$ cat config.mk
export PLATFORM = sky130hd
export DESIGN_NAME = sd_cmd_sequencer_flat
export DESIGN_NICKNAME = d
export VERILOG_FILES = /design/src/rtl/sd_cmd_sequencer_pkg.sv /design/src/rtl/sd_cmd_sequencer_if.sv /design/src/rtl/sd_cmd_sequencer_crc7.sv /design/src/rtl/sd_cmd_sequencer.sv /design/src/flat_wrapper.sv
export SDC_FILE = /design/constraint.sdc
export NUM_CORES = 1
export LEC_CHECK = 0
export CORE_AREA = 3 3 219 221
export DETAILED_ROUTE_END_ITERATION = 10
export DIE_AREA = 0 0 222 224
export PLACE_DENSITY_LB_ADDON = 0.12
export SYNTH_ARGS = -nofsm -noshare
export SYNTH_HDL_FRONTEND = slang
export SYNTH_HIERARCHICAL = 1
export SYNTH_SLANG_ARGS = --single-unit
$ cat constraint.sdc
create_clock -name clock -period 4.05 [get_ports clock]
set_clock_uncertainty 0.15 [all_clocks]
set_input_delay 1.215 -clock clock [delete_from_list [all_inputs] [get_ports clock]]
set_output_delay 1.215 -clock clock [all_outputs]
set_load 0.01 [all_outputs]
$ cat src/rtl/sd_cmd_sequencer_pkg.sv
// Shared encodings and constants for the SD command-line sequencer.
package sd_cmd_pkg;

    localparam logic [1:0] RESP_NONE = 2'b00;
    localparam logic [1:0] RESP_136  = 2'b01;
    localparam logic [1:0] RESP_48   = 2'b10;
    localparam logic [1:0] RESP_48B  = 2'b11;

    localparam int CMD_LEN  = 48;
    localparam int R48_LEN  = 48;
    localparam int R136_LEN = 136;

    localparam int ERR_TMO = 0;
    localparam int ERR_CRC = 1;
    localparam int ERR_END = 2;
    localparam int ERR_IDX = 3;

    // x^7 + x^3 + 1 with the x^7 term implied
    localparam logic [6:0] CRC7_POLY = 7'h09;

    typedef enum logic [2:0] {
        IDLE,
        SEND,
        WAIT_RESP,
        RECV,
        CHECK,
        NCC
    } state_t;

endpackage

$ cat src/rtl/sd_cmd_sequencer_if.sv
// Register-file side of the command sequencer: command request fields and status.
interface sd_cmd_sequencer_if;

    logic         cmd_start;
    logic [5:0]   cmd_index;
    logic [1:0]   resp_type;
    logic         crc_check_en;
    logic         index_check_en;
    logic [31:0]  cmd_arg;
    logic [3:0]   err_clear;
    logic         cmd_inhibit;
    logic         cmd_complete;
    logic [127:0] response;
    logic [3:0]   err_status;

    modport master (
        output cmd_start, cmd_index, resp_type, crc_check_en, index_check_en, cmd_arg, err_clear,
        input  cmd_inhibit, cmd_complete, response, err_status
    );

    modport slave (
        input  cmd_start, cmd_index, resp_type, crc_check_en, index_check_en, cmd_arg, err_clear,
        output cmd_inhibit, cmd_complete, response, err_status
    );

endinterface

$ cat src/rtl/sd_cmd_sequencer_crc7.sv
// Serial CRC7 accumulator, MSB-first, one bit per enabled cycle.
module sd_crc7
    import sd_cmd_pkg::*;
(
    input  logic       clock,
    input  logic       reset,
    input  logic       clear,
    input  logic       enable,
    input  logic       bit_in,
    output logic [6:0] crc
);

    logic feedback;

    assign feedback = bit_in ^ crc[6];

    always_ff @(posedge clock) begin
        if (!reset) begin
            crc <= '0;
        end else if (clear) begin
            crc <= '0;
        end else if (enable) begin
            crc <= {crc[5:0], 1'b0} ^ (feedback ? CRC7_POLY : 7'h00);
        end
    end

endmodule

$ cat src/rtl/sd_cmd_sequencer.sv
// SD host CMD-line controller: sends a 48-bit command frame, receives and checks
// the card response, and reports completion and sticky error status.
module sd_cmd_sequencer
    import sd_cmd_pkg::*;
#(
    parameter int TIMEOUT_TICKS = 64,
    parameter int NCC_TICKS     = 8
) (
    input  logic clock,
    input  logic reset,
    input  logic sd_tick,
    input  logic cmd_pin_in,
    output logic cmd_pin_out,
    output logic cmd_oe,
    sd_cmd_sequencer_if.slave host
);

    state_t         state, state_next;
    logic [5:0]     idx_q;
    logic [31:0]    arg_q;
    logic [1:0]     rtype_q;
    logic           crc_en_q, idx_en_q;
    logic [7:0]     bit_cnt;
    logic [15:0]    tick_cnt;
    logic [127:0]   rx_shift, response_q;
    logic [3:0]     err_q, err_set;
    logic [6:0]     tx_crc, rx_crc;
    logic [39:0]    tx_head;
    logic [7:0]     rx_len;
    logic           tx_bit, tx_crc_en, rx_crc_en, is136, is48, has_resp, start_ok;

    assign tx_head  = {2'b01, idx_q, arg_q};
    assign is136    = (rtype_q == RESP_136);
    assign is48     = (rtype_q == RESP_48) || (rtype_q == RESP_48B);
    assign has_resp = (rtype_q != RESP_NONE);
    assign rx_len   = is136 ? 8'(R136_LEN) : 8'(R48_LEN);
    assign start_ok = (state == IDLE) && host.cmd_start;

    // The start bit of a 48-bit response belongs to the CRC span; the 8-bit
    // header of a 136-bit response does not.
    assign tx_crc_en = (state == SEND) && sd_tick && (bit_cnt < 8'd40);
    assign rx_crc_en = sd_tick && (((state == WAIT_RESP) && !cmd_pin_in && !is136) ||
                       ((state == RECV) && (is136 ? ((bit_cnt >= 8'd8) && (bit_cnt < 8'd128))
                                                  : (bit_cnt < 8'd40))));

    sd_crc7 u_tx_crc (
        .clock  (clock),
        .reset  (reset),
        .clear  (start_ok),
        .enable (tx_crc_en),
        .bit_in (tx_bit),
        .crc    (tx_crc)
    );

    sd_crc7 u_rx_crc (
        .clock  (clock),
        .reset  (reset),
        .clear  (state == SEND),
        .enable (rx_crc_en),
        .bit_in (cmd_pin_in),
        .crc    (rx_crc)
    );

    always_comb begin
        tx_bit = 1'b1;
        if (bit_cnt < 8'd40) begin
            tx_bit = tx_head[6'd39 - bit_cnt[5:0]];
        end else if (bit_cnt < 8'(CMD_LEN - 1)) begin
            tx_bit = tx_crc[3'd6 - bit_cnt[2:0]];
        end
    end

    assign cmd_oe            = (state == SEND);
    assign cmd_pin_out       = (state == SEND) ? tx_bit : 1'b1;
    assign host.cmd_inhibit  = (state != IDLE);
    assign host.cmd_complete = (state == CHECK);
    assign host.response     = response_q;
    assign host.err_status   = err_q;

    always_ff @(posedge clock) begin
        if (!reset) begin
            state <= IDLE;
        end else begin
            state <= state_next;
        end
    end

    always_comb begin
        state_next = state;
        err_set    = '0;
        case (state)
            IDLE: begin
                if (host.cmd_start) state_next = SEND;
            end
            SEND: begin
                if (sd_tick && (bit_cnt == 8'(CMD_LEN - 1))) begin
                    state_next = has_resp ? WAIT_RESP : CHECK;
                end
            end
            WAIT_RESP: begin
                if (sd_tick) begin
                    if (!cmd_pin_in) begin
                        state_next = RECV;
                    end else if (tick_cnt == 16'(TIMEOUT_TICKS - 1)) begin
                        state_next       = NCC;
                        err_set[ERR_TMO] = 1'b1;
                    end
                end
            end
            RECV: begin
                if (sd_tick && (bit_cnt == rx_len - 8'd1)) state_next = CHECK;
            end
            CHECK: begin
                state_next = NCC;
                if (has_resp) begin
                    err_set[ERR_CRC] = crc_en_q && (rx_crc != rx_shift[7:1]);
                    err_set[ERR_END] = !rx_shift[0];
                    err_set[ERR_IDX] = idx_en_q && is48 && (rx_shift[45:40] != idx_q);
                end
            end
            NCC: begin
                if (sd_tick && (tick_cnt == 16'(NCC_TICKS - 1))) state_next = IDLE;
            end
            default: state_next = IDLE;
        endcase
    end

    // Datapath: latched command, bit/tick counters, receive shifter, status.
    always_ff @(posedge clock) begin
        if (!reset) begin
            idx_q      <= '0;
            arg_q      <= '0;
            rtype_q    <= RESP_NONE;
            crc_en_q   <= 1'b0;
            idx_en_q   <= 1'b0;
            bit_cnt    <= '0;
            tick_cnt   <= '0;
            rx_shift   <= '0;
            response_q <= '0;
            err_q      <= '0;
        end else begin
            err_q <= (err_q & ~host.err_clear) | err_set;
            if (start_ok) begin
                idx_q    <= host.cmd_index;
                arg_q    <= host.cmd_arg;
                rtype_q  <= host.resp_type;
                crc_en_q <= host.crc_check_en;
                idx_en_q <= host.index_check_en;
                bit_cnt  <= '0;
            end
            case (state)
                SEND: begin
                    if (sd_tick) begin
                        bit_cnt  <= bit_cnt + 8'd1;
                        tick_cnt <= '0;
                    end
                end
                WAIT_RESP: begin
                    if (sd_tick) begin
                        if (!cmd_pin_in) begin
                            bit_cnt  <= 8'd1;
                            rx_shift <= {rx_shift[126:0], cmd_pin_in};
                        end else if (tick_cnt == 16'(TIMEOUT_TICKS - 1)) begin
                            tick_cnt <= '0;
                        end else begin
                            tick_cnt <= tick_cnt + 16'd1;
                        end
                    end
                end
                RECV: begin
                    if (sd_tick) begin
                        bit_cnt  <= bit_cnt + 8'd1;
                        rx_shift <= {rx_shift[126:0], cmd_pin_in};
                    end
                end
                CHECK: begin
                    tick_cnt <= '0;
                    if (has_resp) begin
                        response_q <= is136 ? {8'h00, rx_shift[127:8]} : {96'h0, rx_shift[39:8]};
                    end
                end
                NCC: begin
                    if (sd_tick) tick_cnt <= tick_cnt + 16'd1;
                end
                default: ;
            endcase
        end
    end

endmodule

$ cat src/flat_wrapper.sv
// flat-port wrapper written by rule: the top's interface ports become plain ports
module sd_cmd_sequencer_flat import sd_cmd_pkg::*;
#(
    parameter int TIMEOUT_TICKS = 64,
    parameter int NCC_TICKS     = 8
)
  (clock, reset, sd_tick, cmd_pin_in, cmd_pin_out, cmd_oe, host_cmd_start, host_cmd_index, host_resp_type, host_crc_check_en, host_index_check_en, host_cmd_arg, host_err_clear, host_cmd_inhibit, host_cmd_complete, host_response, host_err_status);
  sd_cmd_sequencer_if host_i ();
  input  logic clock;
  input  logic reset;
  input  logic sd_tick;
  input  logic cmd_pin_in;
  output logic cmd_pin_out;
  output logic cmd_oe;
  input wire logic [$bits(host_i.cmd_start)-1:0] host_cmd_start;
  input wire logic [$bits(host_i.cmd_index)-1:0] host_cmd_index;
  input wire logic [$bits(host_i.resp_type)-1:0] host_resp_type;
  input wire logic [$bits(host_i.crc_check_en)-1:0] host_crc_check_en;
  input wire logic [$bits(host_i.index_check_en)-1:0] host_index_check_en;
  input wire logic [$bits(host_i.cmd_arg)-1:0] host_cmd_arg;
  input wire logic [$bits(host_i.err_clear)-1:0] host_err_clear;
  output wire logic [$bits(host_i.cmd_inhibit)-1:0] host_cmd_inhibit;
  output wire logic [$bits(host_i.cmd_complete)-1:0] host_cmd_complete;
  output wire logic [$bits(host_i.response)-1:0] host_response;
  output wire logic [$bits(host_i.err_status)-1:0] host_err_status;
  assign host_i.cmd_start = host_cmd_start;
  assign host_i.cmd_index = host_cmd_index;
  assign host_i.resp_type = host_resp_type;
  assign host_i.crc_check_en = host_crc_check_en;
  assign host_i.index_check_en = host_index_check_en;
  assign host_i.cmd_arg = host_cmd_arg;
  assign host_i.err_clear = host_err_clear;
  assign host_cmd_inhibit = host_i.cmd_inhibit;
  assign host_cmd_complete = host_i.cmd_complete;
  assign host_response = host_i.response;
  assign host_err_status = host_i.err_status;
  sd_cmd_sequencer #(.TIMEOUT_TICKS(TIMEOUT_TICKS), .NCC_TICKS(NCC_TICKS)) u_core (.clock(clock), .reset(reset), .sd_tick(sd_tick), .cmd_pin_in(cmd_pin_in), .cmd_pin_out(cmd_pin_out), .cmd_oe(cmd_oe), .host(host_i));
endmodule
-- After elaboration in Yosys (flattened, before gate mapping)
Cells that the tools add are included.
- add/subtract/negate cells: 5
- magnitude comparators: 6
- equal/unequal tests: 25
- muxes and demuxes: 42
- bitwise gates (word level): 8
- reductions and logical operators: 31
- operators by type and width (kind ; count):
    two-way mux 128 bit ; 3
    one-hot mux 128 bit (2 select lines) ; 1
    two-way mux 120 bit ; 1
    two-way mux 16 bit ; 5
    one-hot mux 16 bit (4 select lines) ; 1
    two-way mux 8 bit ; 5
    two-way mux 3 bit ; 10
    one-hot mux 3 bit (6 select lines) ; 1
    adder 16 x 1 -> 16 bit, second input constant ; 1
    == test 16 x 3 -> 1 bit, second input constant ; 1
    == test 16 x 6 -> 1 bit, second input constant ; 1
    less-than comparator 8 x 6 -> 1 bit, second input constant ; 2
    inequality test 2 bit, second input constant ; 8
    one-hot mux 8 bit (2 select lines) ; 1
    logical AND 1 bit ; 14
    XOR 7 x 4 -> 7 bit ; 2
    two-way mux 1 bit ; 10
    adder 8 x 1 -> 8 bit, second input constant ; 1
    == test 8 x 6 -> 1 bit, second input constant ; 1
    == test 8 bit ; 1
    >= comparator 8 x 4 -> 1 bit, second input constant ; 1
    less-than comparator 8 bit, second input constant ; 1
    two-way mux 4 bit ; 2
    subtractor 8 x 1 -> 8 bit, second input constant ; 1
    other kinds (31) ; 42
- flip-flop bits (word level): 343
- output and inout bits: 136

-- Longest topological paths before layout
Gate-level depths: netlist (run 1).
- word-level depth: 8
- gate-level depth with buffers: 12
- mapped depth without buffers: 10

-- Modules after synthesis
The synthesis (run 1) kept the hierarchy.
- by module, submodules not included (module ; times used ; cells an instance ; area each (um^2)):
    sd_cmd_sequencer ; 1 ; 1494 ; 13188.9
    sd_crc7 ; 2 ; 28 ; 286.5

-- Worst setup path before layout (run 1)
No wires, ideal clock.
- path type: register to output
- start point: reg u_core.bit_cnt[4]
- end point: out cmd_pin_out
- data arrival time: 1.979 ns
- slack: 0.706 ns
- stages on the path, launching flop included: 8
- cells stage by stage: dfxtp_1 > clkbuf_1 > inv_1 > ha_1 > inv_1 > or4_1 > a311o_1 > o211ai_1
- longest elaborated chain between the ends: 5
- RTL lines (what ; RTL line ; RTL):
    start, declared ; sd_cmd_sequencer.sv:23 ; logic [7:0] bit_cnt;
    start signal, assigned ; sd_cmd_sequencer.sv:154 ; bit_cnt <= bit_cnt + 8'd1;
    start signal, assigned ; sd_cmd_sequencer.sv:172 ; bit_cnt <= bit_cnt + 8'd1;
    subtractor 6 bit ; sd_cmd_sequencer.sv:67 ; tx_bit = tx_head[6'd39 - bit_cnt[5:0]];
    binary-select mux 1 bit (select 6 bit) ; sd_cmd_sequencer.sv:67 ;
    two-way mux 1 bit (implied by the code) ; sd_cmd_sequencer.sv:67 ;
    two-way mux 1 bit (*) ; sd_cmd_sequencer.sv:66 ; if (bit_cnt < 8'd40) begin
    two-way mux 1 bit (*) ; sd_cmd_sequencer.sv:74 ; assign cmd_pin_out = (state == SEND) ? tx_bit : 1'b1;
    end, declared ; flat_wrapper.sv:13 ; output logic cmd_pin_out;
Mark *: on every way between the ends. The rest lies on a longest branch, timed or not. The select of a mux whose other input is x is not followed.

-- Worst setup path in the final report (run 1)
- start point: reg u_core.bit_cnt[0]
- end point: out cmd_pin_out
- longest elaborated chain between the ends: 6
- RTL lines (what ; RTL line):
    branches (longest 4 deep; another with subtractor 6 bit) ; n/a
    two-way mux 1 bit (*) ; sd_cmd_sequencer.sv:66
    two-way mux 1 bit (*) ; sd_cmd_sequencer.sv:74
Mark *: on every way between the ends. The select of a mux whose other input is x is not followed.

==> results of run 1 <==
-- registers in the layout, summed over array words and instances (netlist names), 3 cells and up --
register / cells
u_core/rx_shift: 128
u_core/host.response: 120
u_core/arg_q: 32
u_core/tick_cnt: 16
u_core/bit_cnt: 8
u_core/u_rx_crc/crc: 7
u_core/u_tx_crc/crc: 7
u_core/idx_q: 6
u_core/host.err_status: 4
u_core/state: 3
-- cells in the mapped netlist, types with 2 or more instances --
library cell	instances	share of area, %
sky130_fd_sc_hd__o21ai_0	14	0.51
sky130_fd_sc_hd__ha_1	6	0.55
sky130_fd_sc_hd__a21oi_1	15	0.55
sky130_fd_sc_hd__nand2b_1	10	0.45
sky130_fd_sc_hd__nor4b_2	2	0.22
sky130_fd_sc_hd__nor3_1	6	0.22
sky130_fd_sc_hd__dfxtp_1	335	49
sky130_fd_sc_hd__nor2b_1	97	4.4
sky130_fd_sc_hd__a211o_1	4	0.25
sky130_fd_sc_hd__nand3_1	8	0.29
sky130_fd_sc_hd__o32ai_1	3	0.19
sky130_fd_sc_hd__o2111ai_1	6	0.38
sky130_fd_sc_hd__o21a_1	2	0.11
sky130_fd_sc_hd__nor4_1	5	0.23
sky130_fd_sc_hd__xnor2_1	9	0.57
sky130_fd_sc_hd__buf_4	13	0.71
sky130_fd_sc_hd__and4_1	3	0.19
sky130_fd_sc_hd__a22oi_1	90	4.9
sky130_fd_sc_hd__buf_2	54	2.0
sky130_fd_sc_hd__mux4_2	5	0.82
sky130_fd_sc_hd__nand4b_1	3	0.19
sky130_fd_sc_hd__a211oi_1	4	0.22
sky130_fd_sc_hd__and3_1	7	0.32
sky130_fd_sc_hd__o21ai_1	3	0.11
sky130_fd_sc_hd__and2_1	12	0.55
sky130_fd_sc_hd__nand2_1	417	11
sky130_fd_sc_hd__a21boi_0	203	11
sky130_fd_sc_hd__nor3b_1	3	0.16
sky130_fd_sc_hd__nor2_1	37	1.0
sky130_fd_sc_hd__clkbuf_1	60	1.6
sky130_fd_sc_hd__nand3b_1	3	0.16
sky130_fd_sc_hd__buf_6	2	0.16
sky130_fd_sc_hd__o2bb2ai_1	4	0.25
sky130_fd_sc_hd__nor4b_1	4	0.25
sky130_fd_sc_hd__xor2_1	20	1.3
sky130_fd_sc_hd__nand4_1	6	0.27
sky130_fd_sc_hd__o211ai_1	4	0.22
sky130_fd_sc_hd__or3_1	6	0.27
sky130_fd_sc_hd__o22ai_1	7	0.32
sky130_fd_sc_hd__a32oi_1	2	0.13
sky130_fd_sc_hd__mux2i_1	13	0.95
sky130_fd_sc_hd__mux2_2	9	0.74
sky130_fd_sc_hd__inv_1	8	0.22
sky130_fd_sc_hd__o41ai_1	3	0.19
-- area by class of cell --
cell class                 instances  area (um^2)  area share [%]
clock buffer                      58         1170            6.75
timing repair buffer             206         2070            11.9
tap                              607          759            4.38
sequential                       335         6710            38.7
clock inverter                     9          105           0.606
multi-input combinational       1083         6490            37.4
inverter                           9         33.8           0.195
-- worst paths after layout --
| check | from | end | cells past startpoint | slack [ps] |
|---|---|---|---|---|
| hold reg to reg | u_core/host.response[31] | u_core/host.response[31] | 2 | 310 |
| hold / removal | u_core/host.response[31] | u_core/host.response[31] | 2 | 310 |
| setup reg to reg | u_core/bit_cnt[0] | u_core/u_tx_crc/crc[3] | 9 | 1350 |
| setup / recovery | u_core/bit_cnt[0] | cmd_pin_out | 8 | 190 |
-- metrics by stage --
stage	total power, mW	worst slack, ps	utilization, %	hold WS [ps]
floorplan	4.24	706	-	290
global placement	4.58	294	34.6	304
detailed placement	4.58	293	34.6	305
CTS	8.16	22.3	37.4	314
global route	8.39	56.8	37.4	328
finish	7.98	190	37.4	309
-- per-layer routing --
metal	up-vias	wire length (um)
met5	-	0
met4	0	627
met3	42	1650
met2	196	15700
met1	5061	17500
li1	5495	-
-- worst max-delay path, delay by kind of cell (launching register included) --
kind | cells | cell delay [ps]
multiplexers | 1 | 220
AND/OR/NAND/NOR | 1 | 410
AO/OA/AOI/OAI | 3 | 530
flip-flops | 1 | 360
buffers and inverters | 3 | 440
-- power by group --
| group | switching (mW) | internal [mW] |
|---|---|---|
| Combinational | 0.633 | 0.378 |
| Sequential | 0.0853 | 3.40 |
| Clock | 1.36 | 2.12 |
| Total | 2.08 | 5.90 |
-- cells by family after synthesis --
logic type               share of synthesized area (%)
AND/OR/NAND/NOR                                   21.3
adder cells (fa/ha/maj)                          0.545
AO/OA/AOI/OAI                                     20.3
multiplexers                                      2.50
flip-flops                                        48.7
XOR/XNOR                                          1.85
buffers and inverters                             4.75
other                                           0.0272
-- timing repair --
item	in CTS	in global routing
pin swaps	1	1
setup buffers	1	0
gates resized for setup	8	4
setup endpoints to repair	1	1
==> impl_metrics.prom, run 1 <==
# TYPE chip_impl_metric gauge
chip_impl_info{name="hold_path_class",value="register to register"} 1
chip_impl_metric{name="max-slew-margin-rel",unit="%"} 46.0
chip_impl_metric{name="vias_per_cell",unit=""} 4.68
chip_impl_metric{name="report.final.slew_viol_count",unit=""} 0
chip_impl_metric{name="global_route.usage.total",unit="%"} 14.0
chip_impl_metric{name="place.port_buffers",unit=""} 178
chip_impl_metric{name="detailedRoute.firstPassIterationCount",unit=""} 4
chip_impl_metric{name="static-leakage-power",unit="nW"} 5.67
chip_impl_info{name="ctsRootBufferMaster",value="sky130_fd_sc_hd__clkbuf_16"} 1
chip_impl_metric{name="syn_inst",unit=""} 1550
chip_impl_metric{name="yosysWarnings",unit=""} 6
chip_impl_metric{name="post-dp-hpwl",unit="um"} 21900
chip_impl_metric{name="io_pins",unit=""} 187
chip_impl_metric{name="post_layout_nonfiller_instances",unit=""} 2307
chip_impl_metric{name="maxClockFrequency",unit="GHz"} 0.259
chip_impl_metric{name="fin_crit_share",unit="%"} 95.3
chip_impl_metric{name="ys_ff_latch",unit=""} 335
chip_impl_metric{name="max_stage_delay",unit="ps"} 410
chip_impl_info{name="unrepaired_setup_endpoints_after_global_routing",value="false"} 1
chip_impl_metric{name="synth_enable_flop_cells",unit=""} 0
chip_impl_metric{name="horizontal_die_dimension",unit="um"} 222
chip_impl_metric{name="route.antenna.remaining_nets",unit=""} 0
chip_impl_metric{name="grt_antenna_before_repair",unit=""} 0
chip_impl_metric{name="critical_path_required",unit="ps"} 2680
chip_impl_metric{name="largest_net_degree_at_the_start_of_global_routing",unit=""} 147
chip_impl_info{name="cp_slowest_cell",value="sky130_fd_sc_hd__or4_1"} 1
chip_impl_metric{name="overall_die_height",unit="um"} 224
chip_impl_metric{name="wl_per_cell",unit="um"} 15.4
chip_impl_metric{name="ir_worst_vdd",unit="mV"} 0.261
chip_impl_metric{name="grt_use_met3",unit="%"} 2.95
chip_impl_info{name="clock_tree_from_tritoncts",value="done"} 1
chip_impl_info{name="busiest_layer",value="met2"} 1
chip_impl_metric{name="number_of_design_rule_violations_left_by_the_first_detailed_router_iteration",unit=""} 695
chip_impl_info{name="layout_common_cells",value="417 x sky130_fd_sc_hd__nand2_1, 333 x sky130_fd_sc_hd__dfxtp_1, 203 x sky130_fd_sc_hd__a21boi_0"} 1
chip_impl_metric{name="antenna-diode-count",unit=""} 0
chip_impl_info{name="outcome",value="completed"} 1
chip_impl_metric{name="vias",unit=""} 10800
chip_impl_info{name="critPathKind",value="register to output port"} 1
chip_impl_metric{name="grt.met1_usage",unit="%"} 19.2
chip_impl_metric{name="gp_congestion",unit=""} 0.783
chip_impl_metric{name="initial_utilization",unit="%"} 29.7
chip_impl_metric{name="die-area",unit="um^2"} 49700
chip_impl_metric{name="layout-area-overhead-vs-synth",unit="%"} 26.0
chip_impl_metric{name="postRouteWirelength",unit="um"} 35500
chip_impl_info{name="worst_setup_path_end_kind",value="output port"} 1
chip_impl_metric{name="clk_transition_reported_paths",unit="ps"} 60
chip_impl_metric{name="synth_sequential_area_ratio",unit="%"} 48.7
chip_impl_metric{name="core",unit="um^2"} 46400
chip_impl_metric{name="grt_pass1_vias",unit=""} 10500
chip_impl_metric{name="post_dp_cell_area",unit="um^2"} 16000
chip_impl_info{name="path_cells",value="buf_6 > buf_4 > mux2_2 > o22ai_1 > or4_1 > a311o_1 > o211ai_1 > buf_2"} 1
chip_impl_info{name="critical_path.startpoint_type",value="register"} 1
chip_impl_metric{name="worst_max_slew_pin_slew",unit="ps"} 810
chip_impl_metric{name="globalRouteMet2Util",unit="%"} 22.2
chip_impl_metric{name="mappedNetlistArea",unit="um^2"} 13800
chip_impl_metric{name="final_stage_net_count",unit=""} 1732
chip_impl_metric{name="max-clock-path-buffers",unit=""} 3
chip_impl_metric{name="finalSetupViolCount",unit=""} 0
chip_impl_metric{name="power.density_cell_area",unit="nW/um^2"} 460
chip_impl_metric{name="cts_htree_levels",unit=""} 2
chip_impl_metric{name="worstSkewPairLatency",unit="ps"} 540
chip_impl_metric{name="grt-ovfl-total",unit=""} 0
chip_impl_info{name="layout.cells.most_common",value="sky130_fd_sc_hd__nand2_1"} 1
chip_impl_metric{name="final_area",unit="um^2"} 17300
chip_impl_metric{name="grt_first_pass_wirelength",unit="um"} 57500
chip_impl_metric{name="syn_area_per_cell",unit="um^2"} 8.88
chip_impl_metric{name="timing_hold_violations_final",unit=""} 0
chip_impl_metric{name="drive_above_1_share",unit="%"} 7.35
chip_impl_metric{name="fill_cells",unit=""} 4732
chip_impl_metric{name="number_of_violations_of_the_max_capacitance_limit",unit=""} 0
chip_impl_metric{name="synthArstFlopShare",unit="%"} 0
chip_impl_metric{name="cts-buffers-inserted",unit=""} 40
chip_impl_metric{name="crit_arrival",unit="ps"} 2490
chip_impl_info{name="synth_flop_cell",value="sky130_fd_sc_hd__dfxtp_1"} 1
chip_impl_metric{name="yosysUniqueCellTypes",unit=""} 67
chip_impl_metric{name="fin_setup_tns",unit="ps"} 0
chip_impl_metric{name="cts-hold-fix-buffers",unit=""} 0
chip_impl_metric{name="dpl.cell_count",unit=""} 2239
chip_impl_metric{name="drc_errors",unit=""} 0
chip_impl_metric{name="row_count",unit=""} 79
chip_impl_metric{name="period_needed",unit="ps"} 3860
chip_impl_metric{name="worst-path-max-fanout",unit=""} 5
chip_impl_metric{name="clock-sinks",unit=""} 335
Power figures use the tool's default switching activity.
==> run 2: changes to the inputs <==
--- a/config.mk
+++ b/config.mk
@@ -5,10 +5,12 @@
 export SDC_FILE = /design/constraint.sdc
 export NUM_CORES = 1
 export LEC_CHECK = 0
+export CAP_MARGIN = 20
 export CORE_AREA = 3 3 219 221
 export DETAILED_ROUTE_END_ITERATION = 10
 export DIE_AREA = 0 0 222 224
 export PLACE_DENSITY_LB_ADDON = 0.12
+export SLEW_MARGIN = 20
 export SYNTH_ARGS = -nofsm -noshare
 export SYNTH_HDL_FRONTEND = slang
 export SYNTH_HIERARCHICAL = 1
==> results of run 2 <==
Same layout as run 1: the final DEF is identical, and so are final timing and power.
==> run 3: changes to the inputs <==
--- a/config.mk
+++ b/config.mk
@@ -9,6 +9,7 @@
 export CORE_AREA = 3 3 219 221
 export DETAILED_ROUTE_END_ITERATION = 10
 export DIE_AREA = 0 0 222 224
+export MAX_ROUTING_LAYER = met4
 export PLACE_DENSITY_LB_ADDON = 0.12
 export SLEW_MARGIN = 20
 export SYNTH_ARGS = -nofsm -noshare
==> impl_metrics.prom, run 3 (same netlist as run 1, synthesis figures left out) <==
# TYPE chip_impl_metric gauge
chip_impl_info{name="outcome",value="completed"} 1
chip_impl_metric{name="horizontal_die_dimension",unit="um"} 222
chip_impl_metric{name="switchingPower",unit="mW"} 2.08
chip_impl_metric{name="worst_max_slew_pin_slew",unit="ps"} 812
chip_impl_metric{name="worst-r2r-cell-count",unit=""} 9
chip_impl_metric{name="wl_per_cell",unit="um"} 15.4
chip_impl_info{name="unrepaired_setup_endpoints_after_global_routing",value="false"} 1
chip_impl_metric{name="vias",unit=""} 10800
chip_impl_metric{name="fin_setup_tns",unit="ps"} 0
chip_impl_metric{name="worstSkewPairLatency",unit="ps"} 540
chip_impl_metric{name="cell_internal_pwr",unit="mW"} 5.90
chip_impl_metric{name="number_of_design_rule_violations_left_by_the_first_detailed_router_iteration",unit=""} 679
chip_impl_info{name="critPathKind",value="register to output port"} 1
chip_impl_metric{name="drive_above_1_share",unit="%"} 7.35
chip_impl_metric{name="place.port_buffers",unit=""} 178
chip_impl_metric{name="clk_transition_reported_paths",unit="ps"} 50
chip_impl_metric{name="crit_arrival",unit="ps"} 2500
chip_impl_metric{name="gp_congestion",unit=""} 0.795
chip_impl_info{name="hold_path_class",value="register to register"} 1
chip_impl_metric{name="critical_path_required",unit="ps"} 2680
chip_impl_info{name="largest-register",value="u_core/rx_shift"} 1
chip_impl_metric{name="comb_power_share",unit="%"} 12.7
chip_impl_metric{name="vias_per_cell",unit=""} 4.68
chip_impl_metric{name="timing_hold_violations_final",unit=""} 0
chip_impl_metric{name="die-area",unit="um^2"} 49700
chip_impl_metric{name="period_needed",unit="ps"} 3860
chip_impl_info{name="layout.cells.most_common",value="sky130_fd_sc_hd__nand2_1"} 1
chip_impl_metric{name="pwr-share-clk",unit="%"} 43.7
chip_impl_metric{name="cts-buffers-inserted",unit=""} 40
chip_impl_metric{name="drc_errors",unit=""} 0
chip_impl_metric{name="cts_htree_levels",unit=""} 2
chip_impl_metric{name="pwr-share-seq",unit="%"} 43.7
chip_impl_metric{name="worst-path-max-fanout",unit=""} 5
chip_impl_info{name="worst_setup_path_end_kind",value="output port"} 1
chip_impl_metric{name="grt-ovfl-total",unit=""} 0
chip_impl_metric{name="setup.reg_to_reg.worst_slack",unit="ps"} 1350
chip_impl_metric{name="io_pins",unit=""} 187
chip_impl_info{name="layout_common_cells",value="417 x sky130_fd_sc_hd__nand2_1, 333 x sky130_fd_sc_hd__dfxtp_1, 203 x sky130_fd_sc_hd__a21boi_0"} 1
chip_impl_metric{name="power.density_cell_area",unit="nW/um^2"} 460
chip_impl_metric{name="report.final.slew_viol_count",unit=""} 0
chip_impl_metric{name="clock-sinks",unit=""} 335
chip_impl_info{name="worstReg2RegStart",value="u_core/bit_cnt[0]"} 1
chip_impl_metric{name="final_core_util",unit="%"} 37.4
chip_impl_metric{name="maxClockFrequency",unit="GHz"} 0.259
chip_impl_metric{name="overall_die_height",unit="um"} 224
chip_impl_metric{name="grt_antenna_before_repair",unit=""} 0
chip_impl_metric{name="sw_share",unit="%"} 26.1
chip_impl_metric{name="postRouteWirelength",unit="um"} 35500
chip_impl_metric{name="cts-hold-fix-buffers",unit=""} 0
chip_impl_metric{name="antenna-diode-count",unit=""} 0
chip_impl_metric{name="ir_worst_vdd",unit="mV"} 0.261
chip_impl_metric{name="finalSetupViolCount",unit=""} 0
chip_impl_info{name="critical_path.startpoint_type",value="register"} 1
chip_impl_metric{name="post-dp-hpwl",unit="um"} 21900
chip_impl_metric{name="static-leakage-power",unit="nW"} 5.67
chip_impl_metric{name="number_of_violations_of_the_max_capacitance_limit",unit=""} 0
chip_impl_metric{name="max-clock-path-buffers",unit=""} 3
chip_impl_metric{name="core",unit="um^2"} 46400
chip_impl_metric{name="largest_net_degree_at_the_start_of_global_routing",unit=""} 147
chip_impl_metric{name="fin_crit_share",unit="%"} 95.3
chip_impl_metric{name="initial_utilization",unit="%"} 29.7
chip_impl_info{name="worst_hold_startpoint",value="u_core/host.response[31]"} 1
chip_impl_metric{name="layout-area-overhead-vs-synth",unit="%"} 26.0
chip_impl_info{name="min_to",value="u_core/host.response[31]"} 1
chip_impl_metric{name="global_route.usage.total",unit="%"} 14.4
chip_impl_info{name="clock_tree_from_tritoncts",value="done"} 1
chip_impl_metric{name="detailedRoute.firstPassIterationCount",unit=""} 5
chip_impl_metric{name="max-slew-margin-rel",unit="%"} 45.9
chip_impl_metric{name="row_count",unit=""} 79
chip_impl_metric{name="grt_pass1_vias",unit=""} 10500
chip_impl_info{name="timing.rr.end",value="u_core/u_tx_crc/crc[3]"} 1
chip_impl_metric{name="grt_first_pass_wirelength",unit="um"} 57500
chip_impl_metric{name="worstHoldPathCells",unit=""} 2
chip_impl_info{name="ctsRootBufferMaster",value="sky130_fd_sc_hd__clkbuf_16"} 1
chip_impl_metric{name="largest_register_ffs",unit=""} 128
chip_impl_metric{name="final_stage_net_count",unit=""} 1732
chip_impl_metric{name="route.antenna.remaining_nets",unit=""} 0
## run 3: cell counts in the layout (fill, tap and decap cells not counted)
Identical to the previous run, type by type.
## run 3: timing repair
item | in CTS | in global routing
buffers inserted | 1 | 0
pin swaps | 1 | 1
resized for setup | 8 | 4
setup endpoints to repair | 1 | 1
## run 3: cell type report
| type | instances | area (um^2) |
|---|---|---|
| Clock inverter | 9 | 105 |
| Clock buffer | 58 | 1170 |
| Tap cell | 607 | 759 |
| Inverter | 9 | 33.8 |
| Sequential cell | 335 | 6710 |
| Fill cell | 4732 | 29000 |
| Timing Repair Buffer | 206 | 2070 |
| Multi-Input combinational cell | 1083 | 6490 |
## run 3: per-stage QoR
stage	area, um^2	hold slack [ps]	setup slack [ps]	instances	power (mW)
after floorplan	13800	290	706	1557	4.24
after global placement	16000	304	294	2239	4.58
after detailed placement	16000	305	293	2239	4.58
after CTS	17300	314	22.3	2307	8.16
after global routing	17300	328	55.1	2307	8.39
final	17300	309	189	2307	7.98
## run 3: critical path, cell delays in order, from the launching register on
cell and delay [ps]:
sky130_fd_sc_hd__dfxtp_4 360, sky130_fd_sc_hd__buf_6 130, sky130_fd_sc_hd__buf_4 150, sky130_fd_sc_hd__mux2_2 220, sky130_fd_sc_hd__o22ai_1 80, sky130_fd_sc_hd__or4_1 400
sky130_fd_sc_hd__a311o_1 340, sky130_fd_sc_hd__o211ai_1 110, sky130_fd_sc_hd__buf_2 160
## run 3: layer usage
layer	vias up	track usage, %	part of all wire [%]
li1	5492	-	-
met1	5068	19.3	49
met2	203	22.2	45
met3	44	2.90	4.6
met4	0	4.21	1.8
met5	-	-	0
## run 3: worst max path at each step
| stage | endpoint | from | slack (ps) |
|---|---|---|---|
| after floorplan | cmd_pin_out | u_core/bit_cnt[4] | 710 |
| after global placement | cmd_pin_out | u_core/bit_cnt[0] | 290 |
| after detailed placement | cmd_pin_out | u_core/bit_cnt[0] | 290 |
| after CTS | cmd_pin_out | u_core/bit_cnt[0] | 20 |
| after global routing | cmd_pin_out | u_core/bit_cnt[0] | 60 |
| final | cmd_pin_out | u_core/bit_cnt[0] | 190 |
## run 3: power groups by stage
stage | logic [mW] | clock network (mW) | registers, mW
floorplan | 0.727 | 0 | 3.51
global placement | 1.03 | 0 | 3.56
detailed placement | 1.03 | 0 | 3.56
CTS | 1.03 | 3.65 | 3.49
global route | 1.13 | 3.76 | 3.50
finish | 1.01 | 3.48 | 3.48
